--- src/rtl/frame2axi_stream_pkg.sv ---
// Shared definitions for the frame-to-AXI4-Stream bridge: FSM encoding,
// FIFO sizing and the width of the position counters.
package frame2axi_stream_pkg;

    localparam int             FIFO_DEPTH    = 2;
    localparam logic [1:0]     FIFO_CNT_FULL = 2'd2;
    localparam int             CNT_W         = 12;
    localparam logic [CNT_W-1:0] CNT_MAX     = '1;

    typedef enum logic {
        IDLE   = 1'b0,
        ACTIVE = 1'b1
    } frm_state_t;

    // Increment that sticks at the counter ceiling instead of wrapping
    function automatic logic [CNT_W-1:0] sat_inc(input logic [CNT_W-1:0] v);
        return (v == CNT_MAX) ? v : v + 12'd1;
    endfunction

endpackage

--- src/rtl/frm_skid_fifo.sv ---
// Two-entry FIFO used as the skid buffer between the frame input and the
// stream output. The head entry drives rd_data directly; not_full is a pure
// function of the registered count so the input ready never sees tready.
module frm_skid_fifo
    import frame2axi_stream_pkg::*;
#(
    parameter int WIDTH = 26
) (
    input  logic             clk,
    input  logic             rst_n,
    input  logic             wr_en,
    input  logic [WIDTH-1:0] wr_data,
    input  logic             rd_en,
    output logic [WIDTH-1:0] rd_data,
    output logic             not_empty,
    output logic             not_full
);

    logic [WIDTH-1:0] mem [FIFO_DEPTH];
    logic             wr_ptr;
    logic             rd_ptr;
    logic [1:0]       count;
    logic             do_wr;
    logic             do_rd;

    assign do_wr     = wr_en && (count != FIFO_CNT_FULL);
    assign do_rd     = rd_en && (count != 2'd0);
    assign rd_data   = mem[rd_ptr];
    assign not_empty = (count != 2'd0);
    assign not_full  = (count != FIFO_CNT_FULL);

    // Storage, pointers and occupancy; a simultaneous write and read keeps count
    always_ff @(posedge clk) begin
        if (!rst_n) begin
            wr_ptr <= 1'b0;
            rd_ptr <= 1'b0;
            count  <= 2'd0;
            for (int i = 0; i < FIFO_DEPTH; i++) begin
                mem[i] <= '0;
            end
        end else begin
            if (do_wr) begin
                mem[wr_ptr] <= wr_data;
                wr_ptr      <= ~wr_ptr;
            end
            if (do_rd) begin
                rd_ptr <= ~rd_ptr;
            end
            case ({do_wr, do_rd})
                2'b10:   count <= count + 2'd1;
                2'b01:   count <= count - 2'd1;
                default: count <= count;
            endcase
        end
    end

endmodule

--- src/rtl/frame2axi_stream.sv ---
// Frame interface to AXI4-Stream video bridge. Beats are dropped until a
// start-of-frame is seen, then forwarded through a two-entry skid FIFO with
// sof mapped to tuser and eol mapped to tlast. Line length, frame height and
// premature start-of-frame are flagged in sticky error bits.
module frame2axi_stream
    import frame2axi_stream_pkg::*;
#(
    parameter int DATA_WIDTH = 24
) (
    input  logic                  clk,
    input  logic                  rst_n,
    input  logic [11:0]           cfg_img_w,
    input  logic [11:0]           cfg_img_h,
    input  logic                  err_clr,
    input  logic                  m_frm_val,
    output logic                  m_frm_rdy,
    input  logic [DATA_WIDTH-1:0] m_frm_data,
    input  logic                  m_frm_sof,
    input  logic                  m_frm_eof,
    input  logic                  m_frm_sol,
    input  logic                  m_frm_eol,
    output logic                  s_axi_stream_tvalid,
    input  logic                  s_axi_stream_tready,
    output logic [DATA_WIDTH-1:0] s_axi_stream_tdata,
    output logic                  s_axi_stream_tuser,
    output logic                  s_axi_stream_tlast,
    output logic                  frm_done,
    output logic                  err_line_len,
    output logic                  err_frm_h,
    output logic                  err_early_sof
);

    localparam int FW = DATA_WIDTH + 2;

    frm_state_t       state;
    frm_state_t       state_nxt;
    logic [CNT_W-1:0] pix_cnt;
    logic [CNT_W-1:0] line_cnt;
    logic [CNT_W-1:0] pix_idx;
    logic [CNT_W-1:0] line_idx;
    logic             in_acc;
    logic             out_xfer;
    logic             fifo_wr;
    logic             done_set;
    logic             fifo_not_empty;
    logic             fifo_not_full;
    logic [FW-1:0]    fifo_head;
    logic             line_len_hit;
    logic             frm_h_hit;
    logic             early_sof_hit;
    logic             sol_unused;

    // Start-of-line carries no information the counters need
    assign sol_unused = m_frm_sol;

    assign in_acc    = m_frm_val & m_frm_rdy;
    assign out_xfer  = s_axi_stream_tvalid & s_axi_stream_tready;
    assign m_frm_rdy = fifo_not_full;

    // Position of the beat being accepted; a sof beat is always pixel 0, line 0
    assign pix_idx  = m_frm_sof ? '0 : pix_cnt;
    assign line_idx = m_frm_sof ? '0 : line_cnt;

    assign line_len_hit  = in_acc && m_frm_eol && (pix_idx != (cfg_img_w - 12'd1));
    assign frm_h_hit     = in_acc && m_frm_eof && (line_idx != (cfg_img_h - 12'd1));
    assign early_sof_hit = in_acc && m_frm_sof && (state == ACTIVE);

    // FSM state register
    always_ff @(posedge clk) begin
        if (!rst_n) begin
            state <= IDLE;
        end else begin
            state <= state_nxt;
        end
    end

    // FSM next-state: a frame opens on sof and closes on eof (possibly the same beat)
    always_comb begin
        state_nxt = state;
        case (state)
            IDLE:    if (in_acc && m_frm_sof) state_nxt = m_frm_eof ? IDLE : ACTIVE;
            ACTIVE:  if (in_acc && m_frm_eof) state_nxt = IDLE;
            default: state_nxt = IDLE;
        endcase
    end

    // FSM outputs: which accepted beats enter the FIFO and when a frame completes
    always_comb begin
        fifo_wr  = 1'b0;
        done_set = 1'b0;
        case (state)
            IDLE: begin
                fifo_wr  = in_acc && m_frm_sof;
                done_set = in_acc && m_frm_sof && m_frm_eof;
            end
            ACTIVE: begin
                fifo_wr  = in_acc;
                done_set = in_acc && m_frm_eof;
            end
            default: begin
                fifo_wr  = 1'b0;
                done_set = 1'b0;
            end
        endcase
    end

    // Pixel/line position tracking on every accepted beat
    always_ff @(posedge clk) begin
        if (!rst_n) begin
            pix_cnt  <= '0;
            line_cnt <= '0;
        end else if (in_acc) begin
            if (m_frm_eol) begin
                pix_cnt  <= '0;
                line_cnt <= sat_inc(line_idx);
            end else begin
                pix_cnt  <= sat_inc(pix_idx);
                line_cnt <= line_idx;
            end
        end
    end

    // Sticky error flags and the frame-done pulse; a new error wins over err_clr
    always_ff @(posedge clk) begin
        if (!rst_n) begin
            err_line_len  <= 1'b0;
            err_frm_h     <= 1'b0;
            err_early_sof <= 1'b0;
            frm_done      <= 1'b0;
        end else begin
            frm_done <= done_set;
            if (line_len_hit)       err_line_len <= 1'b1;
            else if (err_clr)       err_line_len <= 1'b0;
            if (frm_h_hit)          err_frm_h <= 1'b1;
            else if (err_clr)       err_frm_h <= 1'b0;
            if (early_sof_hit)      err_early_sof <= 1'b1;
            else if (err_clr)       err_early_sof <= 1'b0;
        end
    end

    frm_skid_fifo #(
        .WIDTH (FW)
    ) u_fifo (
        .clk       (clk),
        .rst_n     (rst_n),
        .wr_en     (fifo_wr),
        .wr_data   ({m_frm_data, m_frm_sof, m_frm_eol}),
        .rd_en     (out_xfer),
        .rd_data   (fifo_head),
        .not_empty (fifo_not_empty),
        .not_full  (fifo_not_full)
    );

    assign s_axi_stream_tvalid = fifo_not_empty;
    assign s_axi_stream_tdata  = fifo_head[FW-1:2];
    assign s_axi_stream_tuser  = fifo_head[1];
    assign s_axi_stream_tlast  = fifo_head[0];

endmodule

--- config.mk ---
export PLATFORM = sky130hd
export DESIGN_NAME = frame2axi_stream
export DESIGN_NICKNAME = d
export VERILOG_FILES = /design/src/rtl/frame2axi_stream_pkg.sv /design/src/rtl/frm_skid_fifo.sv /design/src/rtl/frame2axi_stream.sv
export SDC_FILE = /design/constraint.sdc
export NUM_CORES = 1
export LEC_CHECK = 0
export BUFFER_PORTS_ARGS = -buffer_cell sky130_fd_sc_hd__buf_4
export CAP_MARGIN = 10
export CORE_ASPECT_RATIO = 1.5
export CORE_UTILIZATION = 57
export CTS_CLUSTER_DIAMETER = 200
export CTS_CLUSTER_SIZE = 40
export DETAILED_ROUTE_END_ITERATION = 8
export GPL_TIMING_DRIVEN = 0
export PLACE_DENSITY_LB_ADDON = 0.08
export SETUP_SLACK_MARGIN = 0.3
export SLEW_MARGIN = 20
export SYNTH_ARGS = -nofsm -noshare
export SYNTH_HDL_FRONTEND = slang
export SYNTH_HIERARCHICAL = 1
export SYNTH_SLANG_ARGS = --single-unit
--- constraint.sdc ---
create_clock -name clk -period 4.5 [get_ports clk]
set_clock_uncertainty 0.15 [all_clocks]
set_input_delay 0.45 -clock clk [delete_from_list [all_inputs] [get_ports clk]]
set_output_delay 0.45 -clock clk [all_outputs]
set_load 0.05 [all_outputs]
==> results.sh, run 1 <==
export IMPL_h_tree_depth=3
export IMPL_placed_cells=742
export IMPL_hold_path_class="primary input to flop"
export IMPL_seq_power_share=0.441
export IMPL_yosysSeqAreaShare=0.4366
export IMPL_drc=0
export IMPL_arrival_ns=3.16
export IMPL_synth_cells=548
export IMPL_grt_use_total=0.2707
export IMPL_ys_ff_latch=86
export IMPL_drive_above_1_share=0.2485
export IMPL_r2r_end="u_fifo/mem[0][20]$_SDFFCE_PN0P_"
export IMPL_postCtsHoldBufs=0
export IMPL_tns_ns=0
export IMPL_dp_slack_ns=0.4765
export IMPL_post_cts_setup_buffers=0
export IMPL_slowest_delay_ns=0.49
export IMPL_cts_tree="built"
export IMPL_p_switching_w=0.0006172
export IMPL_ys_dominant_reg_cell="edfxtp_1"
export IMPL_drt_pass1_iter_count=5
export IMPL_cts_made_buffers=9
export IMPL_portBuffers=84
export IMPL_cp_slowest_cell="nand2_2"
export IMPL_comb_power_share=0.217
export IMPL_ff2ff_setup_slack_ns=1.58
export IMPL_powerDensity_nw_per_um2=330.6
export IMPL_final_cell_count_no_fill=758
export IMPL_cp_num_buf_inv=6
export IMPL_critPathTopFamily="buffers and inverters"
export IMPL_clk_path_buf_depth=2
export IMPL_min_period_over_period=0.7440
export IMPL_grt_max_degree=27
export IMPL_holdPathStages=2
export IMPL_antenna_found_initial=0
export IMPL_worstPathRequired_ns=4.32
export IMPL_grt_pass1_wl_um=19940
export IMPL_status="completed"
export IMPL_setup_viol=0
export IMPL_ir_drop_uv=230.5
export IMPL_netlist_area_um2=5135
export IMPL_die_area_um2=9400
export IMPL_worst_slack_ns=1.152
export IMPL_final_antenna_net_count=0
export IMPL_cts_resized=0
export IMPL_worstReg2RegStart="u_fifo/count[0]$_SDFFE_PN0P_"
export IMPL_critical_path_class="primary input to flop"
export IMPL_clkTransAtPathRegs_ns=0.06
export IMPL_whs_endpoint="frm_done$_SDFF_PN0_"
export IMPL_dpl_cell_area_um2=5903
export IMPL_root_buffer="clkbuf_16"
export IMPL_nets=705
export IMPL_rows=42
export IMPL_startpoint_type="primary input"
export IMPL_total_power_w=0.002046
export IMPL_coreArea_um2=8776
export IMPL_cp_end_kind="flop"
export IMPL_die_w_um=79.50
export IMPL_power_share_switching=0.3017
export IMPL_relSlewSlack=0.5581
export IMPL_drv_slew=0
export IMPL_min_period_ns=3.348
export IMPL_diodes=0
export IMPL_dp_hpwl_um=8984
export IMPL_synth_distinct_cells=66
export IMPL_tightest_slew_ns=0.6604
export IMPL_routed_wl_um=12290
export IMPL_worst_r2r_path_depth=7
export IMPL_clk_latency_ns=0.33
export IMPL_p_int_w=0.001429
export IMPL_post_drt_wl_per_cell_um=16.21
export IMPL_via_count=4344
export IMPL_fmax_mhz=298.7
export IMPL_syn_to_final_growth_pct=20.52
export IMPL_drv_cap=0
export IMPL_synth_edf_count=52
export IMPL_initial_core_util=0.5851
export IMPL_grt_pass1_vias=4418
export IMPL_fp_dieH_um=118.2
export IMPL_syn_nets=610
export IMPL_postLayoutCellArea_um2=6188
export IMPL_cp_max_fo=26
export IMPL_async_reset_ff_frac=0
export IMPL_min_from="m_frm_eof"
export IMPL_grt_overflow_total=0
export IMPL_rsz0062_at_grt="no"
export IMPL_p_leak_nw=2.346
export IMPL_yosysWarnings=6
export IMPL_gp_congestion=0.8389
export IMPL_synth_avg_cell_area_um2=9.370
export IMPL_hold_viol_final=0
export IMPL_ios=89
export IMPL_numClockSinks=86
export IMPL_via_per_inst=5.731
export IMPL_drt_initial_drc_count=245
export IMPL_power_share_clock=0.342
export IMPL_worstPathCellList="buf_4 -> buf_2 -> buf_4 -> buf_6 -> clkbuf_1 -> nor2_1 -> nor2_1 -> nand3b_4 -> buf_6 -> nand2_2"
metal layers:
layer  wire (µm)  share of wire  vias to the layer above  global-route usage
li1            -              -                     2135                   -
met1        4750           0.39                     2074              0.3019
met2        6783           0.55                      117              0.5037
met3         508          0.041                       18             0.04093
met4         244          0.020                        0             0.09545
met5           0              0                        -                   0
layout make-up:
type	count	area [µm²]
timing repair buffer	84	630.6
clock buffer	9	225.2
tap	110	137.6
fill	701	2587
inverter	11	41.29
clock inverter	7	55.05
sequential	86	2242
buffer	29	176.4
multi-input combinational	422	2680
worst max-delay path by stage:
| stage | startpoint | to | slack, ns | cells past startpoint |
|---|---|---|---|---|
| 5_1_grt | m_frm_sof | u_fifo/mem[0][23]$_SDFFCE_PN0P_ | 1.02 | 10 |
| 4_1_cts | m_frm_sof | u_fifo/mem[0][20]$_SDFFCE_PN0P_ | 0.82 | 10 |
| 6_report | m_frm_sof | u_fifo/mem[0][20]$_SDFFCE_PN0P_ | 1.15 | 10 |
| 3_5_place_dp | m_frm_sof | u_fifo/mem[0][17]$_SDFFCE_PN0P_ | 0.48 | 10 |
| 2_1_floorplan | m_frm_sof | u_fifo/mem[0][0]$_SDFFCE_PN0P_ | 1.46 | 9 |
| 3_3_place_gp | m_frm_sof | u_fifo/mem[0][11]$_SDFFCE_PN0P_ | 0.48 | 10 |
stage by stage:
step | hold slack (ns) | utilization
after CTS | 0.2162 | 0.7046
after floorplan | 0.3249 | -
final | 0.2309 | 0.7052
after detailed placement | 0.3531 | 0.6727
after global placement | 0.3418 | 0.6727
after global routing | 0.2464 | 0.7052
cell usage after synthesis, types with 5 or more instances:
cell | count | area [µm²]
nor2_1 | 73 | 274.0
nand2_1 | 63 | 236.5
edfxtp_1 | 52 | 1562
dfxtp_1 | 34 | 680.7
nor2b_1 | 29 | 181.4
mux2_2 | 26 | 292.8
xnor2_1 | 24 | 210.2
a21oi_1 | 22 | 110.1
and2_1 | 15 | 93.84
clkbuf_1 | 14 | 52.55
o21ai_0 | 13 | 65.06
inv_1 | 11 | 41.29
xor2_1 | 11 | 96.34
nand2b_1 | 10 | 62.56
nor3_1 | 10 | 50.05
nor4_1 | 9 | 56.30
nand3_1 | 8 | 40.04
o21ai_1 | 8 | 40.04
a31oi_1 | 7 | 43.79
buf_6 | 7 | 78.83
buf_2 | 6 | 30.03
nand4_1 | 6 | 37.54
a21boi_1 | 5 | 37.54
and3_1 | 5 | 31.28
ha_1 | 5 | 62.56
nor4bb_1 | 5 | 50.05
flip-flops by register name, summed over array words and instances, names as in the netlist, named ones only:
signal,count
u_fifo/mem,52
line_cnt,12
pix_cnt,12
u_fifo/count,2
err_early_sof,1
err_frm_h,1
err_line_len,1
frm_done,1
state,1
u_fifo/rd_ptr,1
u_fifo/wr_ptr,1
power by group through the flow:
stage | Combinational, W | Clock (W) | Sequential [W]
6_report | 0.000444 | 0.000699 | 0.000903
5_1_grt | 0.000470 | 0.000740 | 0.000908
4_1_cts | 0.000444 | 0.000708 | 0.000904
3_5_place_dp | 0.000442 | 0 | 0.000921
3_3_place_gp | 0.000434 | 0 | 0.000917
2_1_floorplan | 0.000298 | 0 | 0.000920
cell usage in the layout, fill, tap and decap left out, types with 5 or more instances in the layout:
cell type,synthesis,routed
buf_4,2,86
nor2_1,73,73
nand2_1,63,61
edfxtp_1,52,52
dfxtp_1,34,34
nor2b_1,29,29
mux2_2,26,26
xnor2_1,24,24
a21oi_1,22,22
and2_1,15,15
clkbuf_1,14,14
o21ai_0,13,13
inv_1,11,11
xor2_1,11,11
nand2b_1,10,10
nor3_1,10,10
nor4_1,9,9
clkbuf_16,0,9
nand3_1,8,8
o21ai_1,8,8
buf_6,7,7
a31oi_1,7,7
buf_2,6,6
nand4_1,6,6
and3_1,5,5
a21boi_1,5,5
nor4bb_1,5,5
ha_1,5,5
logic make-up after synthesis:
logic type,synth area share
AOI/OAI and AO/OA,0.1184
xor gates and xnor gates,0.05970
adders and majority gates,0.01218
buffers and inverters,0.04240
DFF,0.4366
muxes,0.06287
and+or+nand+nor,0.2678
Power figures use the tool's default switching activity.
==> run 2: changes to the inputs <==
--- a/config.mk
+++ b/config.mk
@@ -8,7 +8,7 @@
 export BUFFER_PORTS_ARGS = -buffer_cell sky130_fd_sc_hd__buf_4
 export CAP_MARGIN = 10
 export CORE_ASPECT_RATIO = 1.5
-export CORE_UTILIZATION = 57
+export CORE_UTILIZATION = 51
 export CTS_CLUSTER_DIAMETER = 200
 export CTS_CLUSTER_SIZE = 40
 export DETAILED_ROUTE_END_ITERATION = 8
==> constraint.sdc (replaced) <==
create_clock -name clk -period 2.75 [get_ports clk]
set_clock_uncertainty 0.15 [all_clocks]
set_input_delay 0.275 -clock clk [delete_from_list [all_inputs] [get_ports clk]]
set_output_delay 0.275 -clock clk [all_outputs]
set_load 0.05 [all_outputs]
==> run 2 against run 1 <==
  * The flow now finishes with violations (DRC)
  * Critical path depth increased by 4
  * Sequential power increased by 64%
  * Utilization decreased by 4.1 points
  * Highest routed layer unchanged
==> results.sh, run 2 (synthesis results as in run 1) <==
export IMPL_drt_pass1_iter_count=6
export IMPL_h_tree_depth=3
export IMPL_p_int_w=0.002358
export IMPL_routed_wl_um=12350
export IMPL_clkTransAtPathRegs_ns=0.06
export IMPL_grt_pass1_vias=4282
export IMPL_dpl_cell_area_um2=5949
export IMPL_relSlewSlack=0.4732
export IMPL_top_regs="u_fifo/mem: 52 flops, line_cnt: 12 flops, pix_cnt: 12 flops"
export IMPL_layout_commonest_cell="buf_4"
export IMPL_die_w_um=83.93
export IMPL_p_switching_w=0.001012
export IMPL_drt_initial_drc_count=231
export IMPL_diodes=0
export IMPL_final_antenna_net_count=0
export IMPL_tightest_slew_ns=0.7902
export IMPL_grt_overflow_total=0
export IMPL_gp_congestion=0.8498
export IMPL_post_drt_wl_per_cell_um=15.84
export IMPL_fmax_mhz=416.8
export IMPL_cp_max_fo=7
export IMPL_ir_drop_uv=376.3
export IMPL_startpoint_type="primary input"
export IMPL_min_period_over_period=0.8725
export IMPL_rows=44
export IMPL_holdPathStages=2
export IMPL_drc=18
export IMPL_setup_viol=0
export IMPL_seq_power_share=0.438
export IMPL_dp_slack_ns=-0.2048
export IMPL_cp_end_kind="flop"
export IMPL_numClockSinks=86
export IMPL_critical_path_class="primary input to flop"
export IMPL_total_power_w=0.003370
export IMPL_via_count=4422
export IMPL_die_area_um2=10480
export IMPL_holdWs_ns=0.03833
export IMPL_grt_pass1_wl_um=19850
export IMPL_nets=722
export IMPL_power_share_switching=0.3004
export IMPL_cts_tree="built"
export IMPL_fp_dieH_um=124.9
export IMPL_dp_hpwl_um=8825
export IMPL_powerDensity_nw_per_um2=521.0
export IMPL_portBuffers=84
export IMPL_clk_path_buf_depth=2
export IMPL_ff2ff_setup_slack_ns=0.38
export IMPL_drive_above_1_share=0.2812
export IMPL_worst_r2r_path_depth=10
export IMPL_drv_slew=0
export IMPL_power_share_clock=0.336
export IMPL_worstPathRequired_ns=2.83
export IMPL_hold_viol_final=0
export IMPL_regMostFlops="u_fifo/mem"
export IMPL_fill_cells=782
export IMPL_min_period_ns=2.399
export IMPL_postCtsHoldBufs=0
export IMPL_status="finished with violations"
export IMPL_grt_max_degree=27
export IMPL_cts_made_buffers=9
export IMPL_antenna_found_initial=0
export IMPL_rsz0062_at_grt="yes"
export IMPL_via_per_inst=5.669
export IMPL_grt_use_total=0.2380
export IMPL_worst_slack_ns=0.3506
export IMPL_postLayoutCellArea_um2=6469
export IMPL_root_buffer="clkbuf_16"
export IMPL_syn_to_final_growth_pct=25.97
export IMPL_clk_latency_ns=0.34
export IMPL_violations="DRC"
export IMPL_ios=89
export IMPL_final_cell_mix="99 x buf_4, 71 x nor2_1, 60 x nand2_1"
export IMPL_multiInputGateArea_um2=2770
export IMPL_coreArea_um2=9744
export IMPL_drv_cap=0
export IMPL_largest_reg_flops=52
export IMPL_hold_path_class="primary input to flop"
export IMPL_arrival_ns=2.48
export IMPL_p_leak_nw=2.468
export IMPL_seq_area_um2=2243
export IMPL_comb_power_share=0.226
export IMPL_initial_core_util=0.5270
[run 2: what timing repair did]
item / in CTS / in global routing
cloned: 1 / 0
gates resized for setup: 16 / 9
endpoints found under the setup margin: 68 / 68
setup buffers: 5 / 11
pin swaps: 3 / 5
[run 2: worst max-delay path, stage by stage]
cell	delay, ns
buf_6	0.12
buf_8	0.12
buf_8	0.11
buf_8	0.12
buf_12	0.12
nor2b_4	0.14
ha_4	0.15
nand3b_1	0.10
or2_4	0.27
or3_4	0.39
buf_6	0.14
nand4_1	0.09
nor3_1	0.05
o221a_1	0.27
[run 2: power groups by stage]
stage	sequential (W)	combinational (W)	clock, W
4_1_cts	0.00148	0.000749	0.00115
2_1_floorplan	0.00150	0.000494	0
3_3_place_gp	0.00150	0.000723	0
3_5_place_dp	0.00150	0.000731	0
6_report	0.00148	0.000762	0.00113
5_1_grt	0.00148	0.000811	0.00119
[run 2: final timing paths]
kind                           startpoint                      end
setup reg to reg  pix_cnt[1]$_SDFFE_PN0P_  pix_cnt[4]$_SDFFE_PN0P_
setup / recovery                m_frm_sof  pix_cnt[4]$_SDFFE_PN0P_
hold reg to reg   pix_cnt[5]$_SDFFE_PN0P_  pix_cnt[5]$_SDFFE_PN0P_
hold / removal                  m_frm_eof      frm_done$_SDFF_PN0_
[run 2: layout make-up]
class / instances / share of cell area
multi-input combinational: 422 / 0.4282
tap: 115 / 0.02224
timing repair buffer: 101 / 0.1174
clock buffer: 10 / 0.03540
buffer: 29 / 0.03636
sequential: 86 / 0.3468
inverter: 11 / 0.006383
clock inverter: 6 / 0.007157
[run 2: metal layers]
layer  global-route usage  part of all wire  vias to the layer above
met5                    0                 0                        -
met4              0.09432             0.024                        0
met1               0.2632              0.39                     2093
met2               0.4460              0.54                      130
li1                     -                 -                     2177
met3              0.03844             0.051                       22
[run 2: metrics by stage]
step	instances	setup TNS, ns	util
floorplan	548	0	-
global placement	747	-7.360	0.6106
detailed placement	747	-7.888	0.6106
CTS	769	0	0.6518
global route	780	0	0.6638
finish	780	0	0.6638
==> run 3: changes to the inputs <==
--- a/config.mk
+++ b/config.mk
@@ -13,6 +13,7 @@
 export CTS_CLUSTER_SIZE = 40
 export DETAILED_ROUTE_END_ITERATION = 8
 export GPL_TIMING_DRIVEN = 0
+export MAX_ROUTING_LAYER = met4
 export PLACE_DENSITY_LB_ADDON = 0.08
 export SETUP_SLACK_MARGIN = 0.3
 export SLEW_MARGIN = 20
==> run 3 against run 2 <==
  * The flow still finishes with violations (DRC)
  * Wire length increased by 0.59%
  * Critical path depth unchanged
  * Worst setup slack got worse by 0.0040 ns
  * Count of clock-buffer cells in the layout decreased by 1
  * Sequential cell count unchanged
  * Combinational power increased by 0.9%
  * Clock power increased by 9%
  * Sequential share of layout area decreased by 0.21 points
  * Global-route usage increased by 0.75 points
  * Utilization increased by 0.41 points
  * Worst hold slack improved by 0.024 ns
  * Highest routed layer unchanged
==> results.sh, run 3 (synthesis results as in run 1) <==
export IMPL_power_share_clock=0.354
export IMPL_cts_tree="built"
export IMPL_fp_dieH_um=124.9
export IMPL_met2_usage=0.4513
export IMPL_grt_use_met3=0.03048
export IMPL_total_power_w=0.003473
export IMPL_grt_use_met1=0.2668
export IMPL_initial_core_util=0.5270
export IMPL_final_cell_mix="98 x buf_4, 71 x nor2_1, 60 x nand2_1"
export IMPL_worst_r2r_path_depth=10
export IMPL_critical_path_class="primary input to flop"
export IMPL_hold_path_class="primary input to flop"
export IMPL_busiest_layer="met2"
export IMPL_tightest_slew_ns=0.8385
export IMPL_cp_max_fo=6
export IMPL_via_per_inst=5.694
export IMPL_drv_slew=0
export IMPL_seq_power_share=0.425
export IMPL_startpoint_type="primary input"
export IMPL_grt_max_degree=27
export IMPL_drc=18
export IMPL_h_tree_depth=3
export IMPL_hold_viol_final=0
export IMPL_diodes=0
export IMPL_ios=89
export IMPL_grt_overflow_total=0
export IMPL_layout_commonest_cell="buf_4"
export IMPL_syn_to_final_growth_pct=26.75
export IMPL_grt_pass1_wl_um=20110
export IMPL_die_w_um=83.93
export IMPL_relSlewSlack=0.4410
export IMPL_top_regs="u_fifo/mem: 52 flops, line_cnt: 12 flops, pix_cnt: 12 flops"
export IMPL_grt_use_total=0.2455
export IMPL_worstPathRequired_ns=2.83
export IMPL_fill_cells=775
export IMPL_min_period_over_period=0.8740
export IMPL_worstPathCellList="buf_12 -> buf_8 -> buf_8 -> buf_12 -> clkbuf_16 -> nor2b_4 -> ha_4 -> nand3b_1 -> or2_4 -> or3_4 -> buf_6 -> nand4_1 -> nor3_2 -> o221a_1"
export IMPL_drv_cap=0
export IMPL_cp_endpoint="pix_cnt[4]$_SDFFE_PN0P_"
export IMPL_cts_made_buffers=9
export IMPL_p_int_w=0.002451
export IMPL_dp_hpwl_um=8819
export IMPL_worst_slack_ns=0.3466
export IMPL_comb_power_share=0.221
export IMPL_holdWs_ns=0.06219
export IMPL_dp_slack_ns=-0.1810
export IMPL_rows=44
export IMPL_antenna_found_initial=0
export IMPL_nets=720
export IMPL_clk_path_buf_depth=2
export IMPL_setup_viol=0
export IMPL_tns_ns=0
export IMPL_r2r_end="pix_cnt[4]$_SDFFE_PN0P_"
export IMPL_min_period_ns=2.403
export IMPL_clkTransAtPathRegs_ns=0.06
export IMPL_drt_pass1_iter_count=7
export IMPL_fmax_mhz=416.1
export IMPL_arrival_ns=2.48
export IMPL_power_share_switching=0.2942
export IMPL_coreArea_um2=9744
export IMPL_via_count=4424
export IMPL_largest_reg_flops=52
export IMPL_worstSetupStartpoint="m_frm_sof"
export IMPL_numClockSinks=86
export IMPL_clk_latency_ns=0.34
export IMPL_drt_initial_drc_count=232
export IMPL_portBuffers=84
export IMPL_die_area_um2=10480
export IMPL_rsz0062_at_grt="yes"
export IMPL_worstReg2RegStart="pix_cnt[1]$_SDFFE_PN0P_"
export IMPL_root_buffer="clkbuf_16"
export IMPL_drive_above_1_share=0.2810
export IMPL_violations="DRC"
export IMPL_ff2ff_setup_slack_ns=0.38
export IMPL_routed_wl_um=12430
export IMPL_ir_drop_uv=327.2
export IMPL_cp_end_kind="flop"
export IMPL_final_antenna_net_count=0
export IMPL_status="finished with violations"
export IMPL_cp_slowest_cell="or3_4"
export IMPL_gp_congestion=0.8843
export IMPL_powerDensity_nw_per_um2=533.7
export IMPL_regMostFlops="u_fifo/mem"
export IMPL_p_switching_w=0.001022
export IMPL_grt_pass1_vias=4265
export IMPL_slowest_delay_ns=0.39
export IMPL_p_leak_nw=2.484
export IMPL_post_drt_wl_per_cell_um=15.99
run 3: cell types whose count changed in the layout (fill, tap and decap cells not counted), sizes merged:
| cell | change |
|---|---|
| clkinvlp | -1 |
| buf | -1 |
| bufinv | +1 |
| clkbuf | -2 |
run 3: layer usage:
layer	vias to the layer above	wire (µm)
li1	2160	-
met1	2109	4922
met2	135	6628
met3	20	594
met4	0	282
met5	-	0
run 3: worst min-delay path by stage:
| stage | startpoint | endpoint | slack, ns | cells after the start |
|---|---|---|---|---|
| 6_report | m_frm_eof | state$_SDFF_PN0_ | 0.06 | 4 |
| 5_1_grt | m_frm_eof | frm_done$_SDFF_PN0_ | 0.07 | 2 |
| 4_1_cts | m_frm_eof | frm_done$_SDFF_PN0_ | 0.05 | 2 |
| 3_5_place_dp | u_fifo/count[1]$_SDFFE_PN0P_ | u_fifo/count[1]$_SDFFE_PN0P_ | 0.36 | 2 |
| 3_3_place_gp | state$_SDFF_PN0_ | state$_SDFF_PN0_ | 0.34 | 2 |
| 2_1_floorplan | rst_n | u_fifo/rd_ptr$_SDFFE_PN0P_ | 0.25 | 1 |
run 3: area by class of cell:
class                   instances  area, µm²  share of cell area
flip-flops and latches         86       2243              0.3447
plain buffers                  29      240.2             0.03691
inverters                      11      41.29            0.006344
multi-input cells             422       2774              0.4262
clock buffers                   9      225.2             0.03460
well taps                     115      143.9             0.02211
repair buffers                 99      768.2              0.1180
clock inverters                 6      72.57             0.01115
run 3: per-stage QoR:
stage / cells / area, µm² / utilization
after floorplan: 548 / 5175 / -
after global placement: 747 / 5949 / 0.6106
after detailed placement: 747 / 5949 / 0.6106
after CTS: 766 / 6391 / 0.6559
after global routing: 777 / 6509 / 0.6680
final: 777 / 6509 / 0.6680
run 3: repair_timing:
action,CTS,global route
pin swaps,2,6
endpoints found under the setup margin,68,8
hold buffers,0,0
resized for setup,17,11
buffers inserted,4,11
run 3: power by group through the flow:
stage	Combinational, W	Sequential [W]	Clock, W
detailed placement	0.000731	0.00150	0
global route	0.000816	0.00148	0.00128
floorplan	0.000494	0.00150	0
global placement	0.000722	0.00150	0
CTS	0.000753	0.00148	0.00124
finish	0.000769	0.00148	0.00123
run 3: worst max-delay path, delay by kind of cell:
kind | cells | cell delay (ns)
AND/OR/NAND/NOR | 6 | 1.05
buffers and inverters | 6 | 0.73
AO/OA/AOI/OAI | 1 | 0.27
adder cells (fa/ha/maj) | 1 | 0.14
